$ cat config.mk
export PLATFORM = sky130hd
export DESIGN_NAME = tt_ternary_mvm_stream
export DESIGN_NICKNAME = d
export VERILOG_FILES = /design/src/rtl/tt_ternary_pkg.sv /design/src/rtl/tt_ternary_lane_mac.sv /design/src/rtl/tt_ternary_mvm_stream.sv
export SDC_FILE = /design/constraint.sdc
export NUM_CORES = 1
export LEC_CHECK = 0
export BUFFER_PORTS_ARGS = -buffer_cell sky130_fd_sc_hd__buf_2
export CAP_MARGIN = 25
export CELL_PAD_IN_SITES_DETAIL_PLACEMENT = 1
export CELL_PAD_IN_SITES_GLOBAL_PLACEMENT = 1
export CORE_MARGIN = 5
export CORE_UTILIZATION = 25
export CTS_BUF_LIST = sky130_fd_sc_hd__clkbuf_2
export DETAILED_ROUTE_END_ITERATION = 10
export PLACE_DENSITY_LB_ADDON = 0.1
export SETUP_SLACK_MARGIN = 0.3
export SYNTH_ARGS = -nofsm -noshare
export SYNTH_HDL_FRONTEND = slang
export SYNTH_SLANG_ARGS = --single-unit
$ cat constraint.sdc
create_clock -name clk -period 7.04 [get_ports clk]
set_input_delay 1.408 -clock clk [delete_from_list [all_inputs] [get_ports clk]]
set_output_delay 1.408 -clock clk [all_outputs]
set_load 0.02 [all_outputs]
$ cat src/rtl/tt_ternary_pkg.sv
// Shared types and arithmetic helpers for the ternary matrix-vector streamer.
package tt_ternary_pkg;

  localparam logic [1:0] W_ZERO = 2'b00;
  localparam logic [1:0] W_POS  = 2'b01;
  localparam logic [1:0] W_NEG  = 2'b11;

  typedef enum logic [1:0] {IDLE, ACCUM, DRAIN} state_t;

  // Wide signed carrier so helpers work for any ACC_WIDTH/BIT_WIDTH up to 64.
  typedef logic signed [63:0] wide_t;

  // Ternary product; x arrives already sign-extended, so -(-2^(n-1)) is exact.
  function automatic wide_t tern_prod(input logic [1:0] w, input wide_t x);
    case (w)
      W_POS:   return x;
      W_NEG:   return -x;
      default: return '0;
    endcase
  endfunction

  function automatic wide_t sat_clip(input wide_t v, input int bw);
    wide_t hi, lo;
    hi = (wide_t'(1) <<< (bw - 1)) - wide_t'(1);
    lo = -hi - wide_t'(1);
    if (v > hi) return hi;
    if (v < lo) return lo;
    return v;
  endfunction

  function automatic logic sat_hit(input wide_t v, input int bw);
    wide_t hi, lo;
    hi = (wide_t'(1) <<< (bw - 1)) - wide_t'(1);
    lo = -hi - wide_t'(1);
    return (v > hi) || (v < lo);
  endfunction

endpackage

$ cat src/rtl/tt_ternary_lane_mac.sv
// One output column: LANES-wide ternary adder tree feeding a wide accumulator.
module tt_ternary_lane_mac import tt_ternary_pkg::*; #(
  parameter int LANES     = 2,
  parameter int BIT_WIDTH = 8,
  parameter int ACC_WIDTH = 13
) (
  input  logic                              clk,
  input  logic                              rst_n,
  input  logic                              beat,
  input  logic                              first,
  input  logic [LANES-1:0][1:0]             w,
  input  logic [LANES-1:0][BIT_WIDTH-1:0]   x,
  output logic [ACC_WIDTH-1:0]              acc
);

  logic [ACC_WIDTH-1:0] beat_sum;

  // Sum of the lane products for the current beat.
  always_comb begin
    beat_sum = '0;
    for (int l = 0; l < LANES; l++)
      beat_sum = beat_sum + ACC_WIDTH'(tern_prod(w[l], wide_t'($signed(x[l]))));
  end

  // First beat of a vector overwrites, later beats accumulate.
  always_ff @(posedge clk or negedge rst_n) begin
    if (!rst_n)    acc <= '0;
    else if (beat) acc <= first ? beat_sum : acc + beat_sum;
  end

endmodule

$ cat src/rtl/tt_ternary_mvm_stream.sv
// Streaming ternary MVM: resident weights, LANES inputs per beat, serial drain.
module tt_ternary_mvm_stream import tt_ternary_pkg::*; #(
  parameter int IN_LEN    = 16,
  parameter int OUT_LEN   = 8,
  parameter int BIT_WIDTH = 8,
  parameter int LANES     = 2,
  parameter int ACC_WIDTH = 13
) (
  input  logic                          clk,
  input  logic                          rst_n,
  input  logic                          en,
  input  logic                          w_valid,
  output logic                          w_ready,
  input  logic [2*OUT_LEN-1:0]          w_data,
  input  logic                          in_valid,
  output logic                          in_ready,
  input  logic [LANES*BIT_WIDTH-1:0]    in_data,
  input  logic                          relu_en,
  output logic                          out_valid,
  input  logic                          out_ready,
  output logic [BIT_WIDTH-1:0]          out_data,
  output logic [$clog2(OUT_LEN)-1:0]    out_idx,
  output logic                          out_last,
  output logic                          out_sat,
  output logic                          busy
);

  localparam int NBEATS = IN_LEN / LANES;
  localparam int IW     = (IN_LEN > 1) ? $clog2(IN_LEN) : 1;
  localparam int BCW    = $clog2(NBEATS + 1);
  localparam int OW     = $clog2(OUT_LEN);

  state_t                            state, state_nxt;
  logic [IN_LEN-1:0][2*OUT_LEN-1:0]  wmem;
  logic [IW-1:0]                     w_ptr;
  logic [BCW-1:0]                    beat_cnt, beat_idx;
  logic                              relu_q;
  logic [OUT_LEN-1:0][ACC_WIDTH-1:0] acc;
  logic [LANES-1:0][IW-1:0]          row;
  logic                              w_fire, in_fire, out_fire;
  logic                              first_beat, last_beat, last_out;
  logic signed [ACC_WIDTH-1:0]       sel;

  assign w_ready    = rst_n & en & (state == IDLE);
  assign in_ready   = rst_n & en & (((state == IDLE) & ~w_valid) | (state == ACCUM));
  assign out_valid  = en & (state == DRAIN);
  assign w_fire     = w_valid & w_ready;
  assign in_fire    = in_valid & in_ready;
  assign out_fire   = out_valid & out_ready;
  assign first_beat = (state == IDLE);
  assign beat_idx   = first_beat ? '0 : beat_cnt;
  assign last_beat  = (beat_idx == BCW'(NBEATS - 1));
  assign last_out   = (out_idx == OW'(OUT_LEN - 1));
  assign busy       = (state != IDLE);

  // Weight row addressed by each lane for the beat being accepted.
  always_comb begin
    for (int l = 0; l < LANES; l++)
      row[l] = IW'(int'(beat_idx) * LANES + l);
  end

  for (genvar o = 0; o < OUT_LEN; o++) begin : g_col
    logic [LANES-1:0][1:0] wcol;
    // Slice this column's 2-bit codes out of the selected rows.
    always_comb begin
      for (int l = 0; l < LANES; l++)
        wcol[l] = wmem[row[l]][2*o +: 2];
    end
    tt_ternary_lane_mac #(
      .LANES(LANES), .BIT_WIDTH(BIT_WIDTH), .ACC_WIDTH(ACC_WIDTH)
    ) u_mac (
      .clk(clk), .rst_n(rst_n), .beat(in_fire), .first(first_beat),
      .w(wcol), .x(in_data), .acc(acc[o])
    );
  end

  // State register.
  always_ff @(posedge clk or negedge rst_n) begin
    if (!rst_n) state <= IDLE;
    else        state <= state_nxt;
  end

  // Next state; last_beat also covers the single-beat (IN_LEN==LANES) case.
  always_comb begin
    state_nxt = state;
    case (state)
      IDLE:    if (in_fire) state_nxt = last_beat ? DRAIN : ACCUM;
      ACCUM:   if (in_fire && last_beat) state_nxt = DRAIN;
      DRAIN:   if (out_fire && last_out) state_nxt = IDLE;
      default: state_nxt = IDLE;
    endcase
  end

  // Weight store, beat counter, ReLU latch and drain index.
  always_ff @(posedge clk or negedge rst_n) begin
    if (!rst_n) begin
      wmem     <= '0;
      w_ptr    <= '0;
      beat_cnt <= '0;
      relu_q   <= 1'b0;
      out_idx  <= '0;
    end else begin
      if (w_fire) begin
        wmem[w_ptr] <= w_data;
        w_ptr       <= (w_ptr == IW'(IN_LEN - 1)) ? '0 : w_ptr + 1'b1;
      end
      if (in_fire) begin
        beat_cnt <= beat_idx + 1'b1;
        if (first_beat) relu_q <= relu_en;
      end
      if (out_fire) out_idx <= last_out ? '0 : out_idx + 1'b1;
    end
  end

  assign sel = $signed(acc[out_idx]);

  // Result formatting; ReLU zeroing is not reported as saturation.
  always_comb begin
    out_data = '0;
    out_sat  = 1'b0;
    out_last = 1'b0;
    if (state == DRAIN) begin
      out_last = last_out;
      if (!(relu_q && sel < 0)) begin
        out_data = BIT_WIDTH'(sat_clip(wide_t'(sel), BIT_WIDTH));
        out_sat  = sat_hit(wide_t'(sel), BIT_WIDTH);
      end
    end
  end

endmodule
-- Yosys cells after proc, flatten, opt, wreduce, memory -nomap -nowiden
Index checks and enable logic that the tools add are counted.
- bits in registers: 374
- bits in latches: 0
- bits in writable memories: 0
- bits in read-only memories: 0
- input bits: 39
- output and inout port bits: 17
- logic and storage cells: 175
- memories: 0
- add/sub/neg operators: 22
- multipliers: 0
- divide/modulo/power cells: 0
- magnitude comparators: 8
- equality and inequality tests: 40
- shift operators: 0
- multiplexer cells: 57
- bitwise operators: 10
- reductions and logical operators: 9
- operator list (cell ; count):
    case mux 13 bit (2 select lines) ; 16
    bitwise mux 256 bit ; 1
    adder 13 bit ; 16
    two-way mux 13 bit ; 9
    binary-select mux 16 bit (select 4 bit) ; 1
    demux 16 bit (select 4 bit) ; 1
    binary-select mux 16 bit (select 3 bit) ; 1
    two-way mux 16 bit ; 3
    two-way mux 8 bit ; 6
    binary-select mux 13 bit (select 3 bit) ; 1
    == test 2 x 1 -> 1 bit, second input constant ; 17
    == test 2 bit, second input constant ; 17
    negator 8 -> 13 bit ; 2
    < comparator 4 x 5 -> 1 bit, second input constant ; 3
    greater-than comparator 13 x 8 -> 1 bit, second input constant ; 1
    < comparator 13 x 1 -> 1 bit, second input constant ; 1
    < comparator 13 x 8 -> 1 bit, second input constant ; 1
    adder 4 x 1 -> 4 bit, second input constant ; 3
    two-way mux 1 bit ; 10
    bitwise AND 1 bit ; 8
    two-way mux 2 bit ; 4
    two-way mux 4 bit ; 2
    case mux 2 bit (3 select lines) ; 1
    == test 4 x 3 -> 1 bit, second input constant ; 1
    16 further kinds ; 20

-- Depth between registers and ports, before layout
- word-level depth: 13
- mapped depth: 30
- mapped depth without buffers: 25

-- By module
Synthesis repeated with hierarchy kept, for this count alone.
- cells, all modules: 3183
- area total of the unflattened synthesis: 30287.8 µm²
- by module, submodules not included (module ; times used ; cells each ; area each (µm²) ; sequential area each (µm²)):
    tt_ternary_lane_mac ; 8 ; 262 ; 2093.3 ; 325.3
    tt_ternary_mvm_stream ; 1 ; 1087 ; 13541.7 ; 6756.5

-- Worst setup path after synthesis
OpenSTA, ideal clock, no wires.
- kind: in2reg
- start point: input in_data[10]
- end point: register g_col[5].u_mac.acc[12]
- setup time: 126 ps
- arrival time: 6348 ps
- data required time: 6914 ps
- slack: 566 ps
- cell stages on the path: 25
- buffers on the path: 5
- cell sequence: buf_2 > or3_1 > clkbuf_1 > or3_1 > clkbuf_1 > or3_1 > clkbuf_1 > nor2b_1 > clkbuf_1 > nand2_1 > a21oi_1 > ha_1 > and3_1 > a21oi_1 > o21ai_0 > nor2_1 > xnor2_1 > ha_1 > nand3_1 > nand2_1 > a311oi_1 > o21bai_1 > a21oi_1 > mux4_1 > a221o_1
- word-level cells in the longest chain between the ends: 5
- RTL lines (element ; line ; RTL):
    from (decl) ; tt_ternary_mvm_stream.sv:17 ; input logic [LANES*BIT_WIDTH-1:0] in_data,
    negator 8 -> 13 bit ; tt_ternary_pkg.sv:17 ; W_NEG: return -x;
    case mux 13 bit (2 select lines) (*) ; tt_ternary_pkg.sv:15 ; case (w)
    adder 13 bit (*) ; tt_ternary_lane_mac.sv:22 ; beat_sum = beat_sum + ACC_WIDTH'(tern_prod(w[l], wide_t'($signed(x[l]))));
    adder 13 bit ; tt_ternary_lane_mac.sv:28 ; else if (beat) acc <= first ? beat_sum : acc + beat_sum;
    two-way mux 13 bit (*) ; tt_ternary_lane_mac.sv:28 ;
    to (signal assigned) ; tt_ternary_lane_mac.sv:28 ;
    to (decl) ; tt_ternary_lane_mac.sv:13 ; output logic [ACC_WIDTH-1:0] acc
Every way passes the cells marked *; elsewhere a longest branch is shown, timed or not.
A chain may end at the register's enable or synchronous reset.

-- Worst setup path in the final report
- start point: register beat_cnt[0]
- end point: register g_col[1].u_mac.acc[12]
- word-level cells in the longest chain between the ends: 9
- elaborated cells on any way between the ends: 15
- classes of those cells: add/sub (3); eq/ne (4); mux (8)
- RTL lines (element ; line ; RTL):
    from (decl) ; tt_ternary_mvm_stream.sv:36 ; logic [BCW-1:0] beat_cnt, beat_idx;
    from (signal assigned) ; tt_ternary_mvm_stream.sv:108 ; beat_cnt <= beat_idx + 1'b1;
    two-way mux 4 bit (*) ; tt_ternary_mvm_stream.sv:51 ; assign beat_idx = first_beat ? '0 : beat_cnt;
    adder 4 x 1 -> 4 bit ; tt_ternary_mvm_stream.sv:59 ; row[l] = IW'(int'(beat_idx) * LANES + l);
    binary-select mux 16 bit (select 4 bit) ; tt_ternary_mvm_stream.sv:67 ; wcol[l] = wmem[row[l]][2*o +: 2];
    two-way mux 16 bit ; - ;
    == test 2 bit or == test 2 x 1 -> 1 bit (tied branches) ; tt_ternary_pkg.sv:15 ;
    case mux 13 bit (2 select lines) ; tt_ternary_pkg.sv:15 ;
    adder 13 bit (*) ; tt_ternary_lane_mac.sv:22 ;
    adder 13 bit ; tt_ternary_lane_mac.sv:28 ;
    two-way mux 13 bit (*) ; tt_ternary_lane_mac.sv:28 ;
    to (signal assigned) ; tt_ternary_lane_mac.sv:28 ;
    to (decl) ; tt_ternary_lane_mac.sv:13 ;
Every way passes the cells marked *; elsewhere a longest branch is shown, timed or not. The select of a mux whose other input is x is not followed.

==> impl_metrics.toml <==
[yosys]
synth_area_leaders = "dfrtp_1 (32%), mux2_2 (9.7%), ha_1 (8.9%)"
synth_enable_flop_cells = 0
yosysTopAreaCell = "dfrtp_1"
ys_ff_latch = 374
yosys_warnings = 0
synthCells = 3171
synth_seq_area_share_pct = 31.9
synth_area_sq_um = 29300
synth_top_area_share_pct = 31.9
async_flop_share_pct = 100
ys.flop_type = "dfrtp_1"
synth_fp_nets = 3435
syn_avg_cell_area_sq_um = 9.25
synth.distinct_cells = 86

[detailed_routing]
wirelength_um = 119000
drt-vias-per-instance = 5.03
drt_iter0_drc = 1123
ant_nets = 0
drtPass1Iterations = 5
wl_per_cell_um = 24.3
route.detailed.drc = 0
num_vias = 24589

[floorplan]
rows = 125
core_area_sq_um = 116000
die_h_um = 353
start_util_pct = 25.2
die_x_um = 353
dieArea_sq_um = 124000
boundaryPins = 56

[placement]
dp_hpwl_um = 88000
dp_cells = 4675
port_buffers = 55
place_congestion = 0.840
dp_slack_ps = 422

[sta]
rsz0062_at_grt = "false"
setup_viol = 0
finalSetupTns_ps = 0
finalHoldViolCount = 0
fin_crit_ps = 6250
drv_slew = 0
tightest_slew_ps = 867
max_slew_margin_pct = 42.2
fin_worst_skew_ps = 155
max_freq_ghz = 0.160
finalCritPeriodShare_pct = 88.8
worst_slack_ps = 789

[cts]
numCtsBuffers = 118
cts_num_sinks = 374
htreeDepth = 3
cts_tree = "built"
cts_root_buf = "clkbuf_2"
cts_buffer_depth = 3
clock_latency_ps = 1530
path_clk_slew_ps = 90

[worst_setup_path]
cp.required_ps = 8370
critPathMaxFanout = 15
critPathLaunchType = "flip-flop"
end_kind = "flip-flop"
critPathArrivalTime_ps = 7580
worst-setup-path-type = "reg -> reg"

[global_route]
grt_pass1_vias = 26418
globalRouteOverflowTotal = 0
grt_first_pass_wirelength_um = 176000
antenna_found_initial = 23
track_usage_pct = 18.8
grt_max_degree = 143

[final_layout]
fillers = 13591
syn2layout_area_growth_pct = 11.5
instances_no_fill = 4886
nNetsFinal = 3541
drive_gt1_share_pct = 21.0

[pwr]
ir_worst_vdd_mv = 0.182
power_density_nw_per_um2 = 537
leakage_uw = 0.0154

[job]
cap_violations = 0

[hold_path]
hp-class = "in -> reg"

[outcome]
run_status = "finished, final reports clean"
==> placed cells by master (no fill, tap or decap), types with 12 or more instances in the layout <==
master	count
dfrtp_1	369
nor2_1	359
nand2_1	280
mux2_2	252
a21oi_1	239
ha_1	209
clkbuf_2	159
xnor2_1	137
buf_4	119
o21ai_0	118
xor2_1	94
inv_1	71
nor3_1	69
mux2i_1	63
buf_2	54
nand3_1	53
a31oi_1	52
a21o_1	47
nor2b_1	39
mux2_1	39
o21a_1	36
mux4_2	34
a211oi_1	33
or3_1	28
clkinv_1	25
o22ai_1	25
o21bai_1	20
and2_1	20
a221o_1	18
a221oi_1	18
and3_1	18
fa_1	16
diode_2	15
o41ai_1	15
or2_2	13
o21ai_1	12
nand2b_1	12
==> per-layer routing <==
metal / GRT usage, % / wire [um]
met2: 31.7 / 56200
met3: 3.34 / 4200
met4: 5.72 / 3290
met5: 0 / 59
met1: 24.5 / 55000
==> power breakdown <==
group          switching, uW  internal (uW)
registers                562           2590
clock network           1120            636
logic                   7510           5120
==> layout make-up <==
class                      count  area, sq um  share of cell area (%)
inverter                      80          302                   0.922
clock inverter                31          185                   0.566
sequential                   374         9370                    28.7
tap                         1524         1910                    5.83
clock buffer                 159          796                    2.43
multi-input combinational   2521        18800                    57.4
antenna                       15         37.5                   0.115
timing repair buffer         182         1330                    4.05
==> critical path: stages, from the launching register on <==
cell and delay (ps):
dfrtp_4 650, o21ai_2 140, inv_2 360, mux4_2 580, a21oi_1 640, or2_2 260, inv_1 40, ha_1 270
a21o_1 180, a21oi_1 220, o21bai_1 120, a31oi_1 270, o21ai_0 190, nor2_1 150, xnor2_1 180, ha_1 330
and3_1 170, a211oi_1 290, o21bai_1 100, a21oi_1 180, mux4_1 560, a221o_1 270
==> worst paths after layout <==
path / endpoint / startpoint / depth (start not counted) / slack [ps]
setup / recovery: g_col[1].u_mac.acc[12] / beat_cnt[0] / 21 / 790
hold / removal: relu_q / relu_en / 3 / 230
setup reg to reg: g_col[1].u_mac.acc[12] / beat_cnt[0] / 21 / 790
min in group asynchronous: wmem[32] / rst_n / 2 / 440
hold reg to reg: wmem[190] / wmem[190] / 1 / 490
max in group asynchronous: g_col[7].u_mac.acc[6] / rst_n / 5 / 4440
==> synth_stat cells (all sizes together), types with 9 or more instances <==
cell    instances
a211oi         33
a21o           47
a21oi         242
a221o          18
a221oi         18
a31oi          57
and2           21
and3           18
buf            74
clkbuf        122
dfrtp         374
fa             16
ha            209
inv            77
mux2          291
mux2i          63
mux4           39
nand2         283
nand2b         12
nand3          54
nor2          371
nor2b          39
nor3           71
o211a          11
o211ai          9
o21a           37
o21ai         133
o21ba          12
o21bai         20
o22ai          25
o41ai          15
or2            13
or3            28
xnor2         137
xor2           95
==> state kept, by name (all words and copies together), names as in the netlist <==
| name | cells |
|---|---|
| wmem | 256 |
| g_col.u_mac.acc | 104 |
| beat_cnt | 4 |
| w_ptr | 4 |
| out_idx | 3 |
| state | 2 |
| relu_q | 1 |
==> per-stage QoR <==
| stage | hold slack (ps) | total power (uW) | area [sq um] | utilization, % |
|---|---|---|---|---|
| finish | 227 | 17500 | 32700 | 28.1 |
| global route | 58.3 | 19300 | 32700 | 28.1 |
| CTS | 51.1 | 17800 | 32600 | 28.0 |
| detailed placement | 475 | 15800 | 31600 | 27.1 |
| global placement | 470 | 15600 | 31600 | 27.1 |
| floorplan | 459 | 12000 | 29300 | - |
==> cell families after synthesis <==
kind of cell	count (synthesis)	share of synthesized area (%)
fa+ha+maj	225	10.0
compound gates	726	16.0
flops	374	31.9
simple gates	942	14.3
xor+xnor	235	7.18
buf+inv	276	4.17
mux	393	16.4
==> timing repair <==
action / in CTS / in global routing
gates resized for setup: 0 / 5
setup buffers: 0 / 2
hold endpoints to repair: 64 / 0
setup endpoints to repair: 0 / 5
hold buffers: 1 / 0
Note: power is estimated with default switching activity, not from simulation.
